===== config.mk =====
export PLATFORM = sky130hd
export DESIGN_NAME = sort_sched
export DESIGN_NICKNAME = d
export VERILOG_FILES = /design/src/rtl/sort_sched.sv
export SDC_FILE = /design/constraint.sdc
export NUM_CORES = 1
export LEC_CHECK = 0
export ABC_AREA = 1
export BUFFER_PORTS_ARGS = -buffer_cell sky130_fd_sc_hd__buf_2
export CORE_AREA = 2 2 180 182
export DETAILED_ROUTE_END_ITERATION = 16
export DIE_AREA = 0 0 182 184
export GPL_TIMING_DRIVEN = 0
export PLACE_DENSITY = 0.55
export REMOVE_ABC_BUFFERS = 1
export SYNTH_ARGS = -nofsm -noshare
export SYNTH_HDL_FRONTEND = slang
export SYNTH_SLANG_ARGS = --single-unit
export TNS_END_PERCENT = 10

===== constraint.sdc =====
create_clock -name i_clk -period 1.9 [get_ports i_clk]
set_input_delay 0.285 -clock i_clk [delete_from_list [all_inputs] [get_ports i_clk]]
set_output_delay 0.285 -clock i_clk [all_outputs]
set_load 0.02 [all_outputs]

===== src/rtl/sort_sched.sv =====
// Round-robin scheduler that shares one external sort engine among NUM_REQ requesters.
// A watchdog aborts a job whose engine never reports completion.
module sort_sched #(
    parameter int unsigned SIZE_DATA  = 8,
    parameter int unsigned NUMBER_ARR = 8,
    parameter int unsigned NUM_REQ    = 4,
    parameter int unsigned TIMEOUT    = 256
) (
    input  logic                                    i_clk,
    input  logic                                    i_rst,
    input  logic [NUM_REQ-1:0]                      i_req,
    input  logic [NUM_REQ*NUMBER_ARR*SIZE_DATA-1:0] i_data,
    output logic [NUM_REQ-1:0]                      o_grant,
    output logic [NUM_REQ-1:0]                      o_done,
    output logic                                    o_err,
    output logic [NUMBER_ARR*SIZE_DATA-1:0]         o_data,
    output logic                                    o_busy,
    output logic                                    o_eng_start,
    output logic [NUMBER_ARR*SIZE_DATA-1:0]         o_eng_data,
    input  logic [NUMBER_ARR*SIZE_DATA-1:0]         i_eng_data,
    input  logic                                    i_eng_done
);

    localparam int unsigned ARR_W = SIZE_DATA * NUMBER_ARR;
    localparam int unsigned IDX_W = (NUM_REQ > 1) ? $clog2(NUM_REQ) : 1;
    localparam int unsigned WD_W  = $clog2(TIMEOUT) + 1;

    typedef enum logic [1:0] {IDLE, START, WAIT, RESP} state_t;

    state_t             r_state;
    logic [IDX_W-1:0]   r_rr_ptr;
    logic [IDX_W-1:0]   r_owner;
    logic [WD_W-1:0]    r_wd;
    logic [ARR_W-1:0]   r_job;
    logic [ARR_W-1:0]   r_data;
    logic [NUM_REQ-1:0] r_grant;
    logic [NUM_REQ-1:0] r_done;
    logic               r_err;
    logic               r_busy;
    logic               r_eng_start;

    logic [IDX_W:0]     w_cand;
    logic               w_found;
    logic [IDX_W-1:0]   w_sel;
    logic [ARR_W-1:0]   w_sel_data;
    logic [IDX_W-1:0]   w_rr_next;
    logic [WD_W-1:0]    w_wd_inc;

    // Search for the first requester at or after rr_ptr, wrapping modulo NUM_REQ.
    always_comb begin
        w_found = 1'b0;
        w_sel   = '0;
        w_cand  = '0;
        for (int unsigned i = 0; i < NUM_REQ; i++) begin
            w_cand = (IDX_W+1)'(r_rr_ptr) + (IDX_W+1)'(i);
            if (w_cand >= (IDX_W+1)'(NUM_REQ)) begin
                w_cand = w_cand - (IDX_W+1)'(NUM_REQ);
            end
            if (!w_found && i_req[w_cand[IDX_W-1:0]]) begin
                w_found = 1'b1;
                w_sel   = w_cand[IDX_W-1:0];
            end
        end
    end

    always_comb begin
        w_sel_data = '0;
        for (int unsigned r = 0; r < NUM_REQ; r++) begin
            if (w_sel == IDX_W'(r)) begin
                w_sel_data = i_data[r*ARR_W +: ARR_W];
            end
        end
    end

    assign w_rr_next = (r_owner == IDX_W'(NUM_REQ - 1)) ? '0 : r_owner + IDX_W'(1);
    assign w_wd_inc  = r_wd + WD_W'(1);

    always_ff @(posedge i_clk) begin
        if (i_rst) begin
            r_state     <= IDLE;
            r_rr_ptr    <= '0;
            r_owner     <= '0;
            r_wd        <= '0;
            r_job       <= '0;
            r_data      <= '0;
            r_grant     <= '0;
            r_done      <= '0;
            r_err       <= 1'b0;
            r_busy      <= 1'b0;
            r_eng_start <= 1'b0;
        end else begin
            r_eng_start <= 1'b0;
            r_done      <= '0;
            r_err       <= 1'b0;
            case (r_state)
                IDLE: begin
                    if (w_found) begin
                        r_owner     <= w_sel;
                        r_job       <= w_sel_data;
                        r_grant     <= NUM_REQ'(1) << w_sel;
                        r_busy      <= 1'b1;
                        r_eng_start <= 1'b1;
                        r_state     <= START;
                    end
                end
                START: begin
                    r_wd    <= '0;
                    r_state <= WAIT;
                end
                WAIT: begin
                    // Engine completion beats a watchdog expiry landing on the same edge.
                    r_wd <= w_wd_inc;
                    if (i_eng_done) begin
                        r_data  <= i_eng_data;
                        r_done  <= r_grant;
                        r_state <= RESP;
                    end else if (w_wd_inc == WD_W'(TIMEOUT - 1)) begin
                        r_data  <= '0;
                        r_done  <= r_grant;
                        r_err   <= 1'b1;
                        r_state <= RESP;
                    end
                end
                RESP: begin
                    r_rr_ptr <= w_rr_next;
                    r_grant  <= '0;
                    r_busy   <= 1'b0;
                    r_state  <= IDLE;
                end
                default: r_state <= IDLE;
            endcase
        end
    end

    assign o_grant     = r_grant;
    assign o_done      = r_done;
    assign o_err       = r_err;
    assign o_data      = r_data;
    assign o_busy      = r_busy;
    assign o_eng_start = r_eng_start;
    assign o_eng_data  = r_job;

endmodule

==> impl_metrics.py <==
metrics = {
    "worst_setup_path": {
        "r2r_cells": 17,
        "cp-end-kind": "register",
        "ff2ff_setup_slack_ps": -410,
        "required_ps": 2260,
        "crit_fanout": 8,
        "startpoint": "r_rr_ptr[0]",
        "crit_type": "reg -> reg",
        "regToRegStartpoint": "r_rr_ptr[0]",
        "regToRegEndpoint": "o_eng_data[57]",
        "cp.arrival_ps": 2680,
        "critPathCapture": "o_eng_data[57]",
        "crit_path_start_kind": "register",
    },
    "synth": {
        "synth-edff-count": 0,
        "ys.warnings.count": 0,
        "syn_area_per_cell_sq_um": 6.58,
        "ys_top_cells_by_count": "376 x nand2_1, 154 x dfxtp_1, 118 x nor2_1, 116 x nand3_1, 77 x a21oi_1",
        "synth_seq_cells": 154,
        "synth_area_leader_cell": "dfxtp_1",
        "synth.most_common_cell": "nand2_1",
        "syn_area_sq_mm": 0.00777,
        "netlist_top_cells_area": "dfxtp_1 40%, nand2_1 18%, nand3_1 7.5%",
        "syn_inst": 1181,
        "yosys.area.top_type_share_pct": 39.7,
        "ys.flop_type": "dfxtp_1",
        "yosysSeqAreaShare_pct": 39.7,
        "synth.distinct_cells": 34,
        "ys_async_sr_fraction_pct": 0,
    },
    "drt": {
        "wl_mm": 40.0,
        "num_vias": 10008,
        "drc": 0,
        "wl_per_cell_um": 19.3,
        "vias_per_cell": 4.83,
        "dr.pass1.iters": 7,
        "drt_iter0_drc": 741,
        "postRouteAntennaNets": 0,
    },
    "timing": {
        "max_slew_margin_pct": 23.1,
        "finalSetupTns_ps": -27880,
        "layout_min_cycle_time_ps": 2310,
        "skew_ps": 17.1,
        "fmax_ghz": 0.432,
        "final_max_slew_viol_count": 0,
        "rsz0062_at_grt": "yes",
        "fin_crit_sh_pct": 122,
        "worst_slack_ps": -413,
        "holdWs_ps": 49.4,
        "setup-violations-final": 113,
        "final_hold_viol_count": 0,
        "tightest_slew_ps": 1150,
    },
    "cells_and_area": {
        "nFillCells": 3311,
        "final_nets": 1993,
        "finish.instance_area_sq_mm": 0.0125,
        "drive_gt1_share_pct": 42.1,
        "regArea_sq_mm": 0.00310,
        "syn_to_final_growth_pct": 60.9,
        "multi_input_comb_area_sq_mm": 0.00479,
        "n_antenna_cell": 0,
    },
    "clocking": {
        "clock-sinks": 154,
        "numCtsBuffers": 17,
        "cts.htree.levels": 4,
        "clock_latency_ps": 440,
        "path_clk_slew_ps": 80,
        "clockRootBuffer": "clkbuf_16",
        "cts_tree": "yes",
        "max-clock-path-buffers": 2,
    },
    "grt": {
        "top_usage_layer": "met2",
        "grt_util_met2_pct": 38.2,
        "grt_overflow": 0,
        "grt_util_met3_pct": 5.67,
        "grt_max_degree": 74,
        "grt_pass1_wl_mm": 56.6,
        "grt_pass1_vias": 9282,
        "grt_usage_pct": 22.8,
        "grt.met1_usage_pct": 28.5,
        "antenna_found_initial": 0,
    },
    "floorplan": {
        "die_area_sq_mm": 0.0335,
        "start_util_pct": 24.8,
        "die_x_um": 182,
        "core_sq_mm": 0.0314,
        "die_h_um": 184,
        "pin_count": 466,
        "rows": 65,
    },
    "placed_design": {
        "dpl_cell_area_sq_mm": 0.0104,
        "place_ws_ps": -2120,
        "dp.final_hpwl_mm": 23.0,
        "place_congestion": 0.871,
        "numPortBuffers": 465,
    },
    "job": {
        "drv_cap": 0,
    },
    "power": {
        "leakagePower_nw": 6.22,
        "p_total_mw": 20.3,
        "ir_drop_v": 0.000672,
        "p_per_area_mw_per_mm2": 1620,
    },
    "run_status": {
        "status": "finished with violations",
        "violations": "setup timing",
    },
    "hold_path": {
        "hold_path_class": "in -> reg",
    },
}
[through the flow]
stage / instances / util, %
2_1_floorplan: 1101 / -
3_3_place_gp: 1968 / 32.5
3_5_place_dp: 1973 / 33.0
4_1_cts: 2069 / 38.7
5_1_grt: 2074 / 39.8
6_report: 2074 / 39.8
[timing repair]
item,CTS,global route
gates resized for setup,132,84
cloned,19,1
endpoints found under the setup margin,138,139
buffers inserted,46,5
hold buffers,0,0
pin swaps,39,38
[report_power, final]
part	switching (mW)	total, mW	internal, mW	leakage (nW)
clock	1.58	3.29	1.70	0.258
sequential	0.352	4.29	3.94	1.26
combinational	7.97	12.7	4.72	4.70
[per-layer routing]
metal  vias to the layer above  wire length, um
met3                        65             2860
met5                         -                0
met4                         0             1080
li1                       4815                -
met2                       438            19400
met1                      4690            16700
[worst max-delay path, cell delays in order (launching register included)]
cell and delay (ps):
dfxtp_4 420, buf_6 130, nand2_4 50, nand2_4 110, nand2_2 70, nand2_2 100, nor2_1 60, nor2_2 190
nand2_4 110, nand2_8 150, inv_12 60, buf_4 140, nor2_4 170, clkbuf_16 200, nand2_1 50, nand3_1 70
nor2_1 50, nor2_1 100
[area by class of cell]
cell class                 count  share of cell area [%]
timing repair buffer         525                    25.5
sequential                   154                    24.8
clock inverter                14                   0.920
clock buffer                  18                    3.43
timing repair inverter         1                  0.0700
tap                          402                    4.02
inverter                      79                    3.02
multi-input combinational    881                    38.3
[layout by cell type (no fill, tap or decap), types with 18 or more instances in the layout]
cell type and count:
clkbuf_16 18, buf_2 464, nand2_2 30, inv_1 69, o21ai_0 39, buf_4 27, nand2_4 18, a22oi_1 38
a21oi_1 71, nor2_1 112, nand4_1 30, nand3_1 96, dfxtp_1 149, nand2_1 330
[state kept, by name, indices dropped and copies added (netlist names)]
signal and flops:
o_busy 1, o_data 64, o_done 4, r_state 2, r_owner 2, o_eng_start 1, r_wd 9, o_eng_data 64
o_err 1, r_rr_ptr 2, o_grant 4
[worst min path at each step]
stage,startpoint,to,slack (ps),cells after the start
floorplan,i_rst,o_busy,350,1
global placement,o_data[16],o_data[16],450,2
detailed placement,o_data[34],o_data[34],450,2
CTS,i_eng_done,o_err,20,2
global route,i_eng_done,o_err,50,2
finish,i_eng_done,o_err,50,2
[cell families after synthesis]
group | after synthesis | share of synthesized area (%)
and+or+nand+nor | 662 | 35.7
AOI/OAI and AO/OA | 193 | 14.0
buffers and inverters | 159 | 8.81
DFF | 154 | 39.7
adders and majority gates | 7 | 1.13
xor gates and xnor gates | 6 | 0.676
Power figures use the tool's default switching activity.
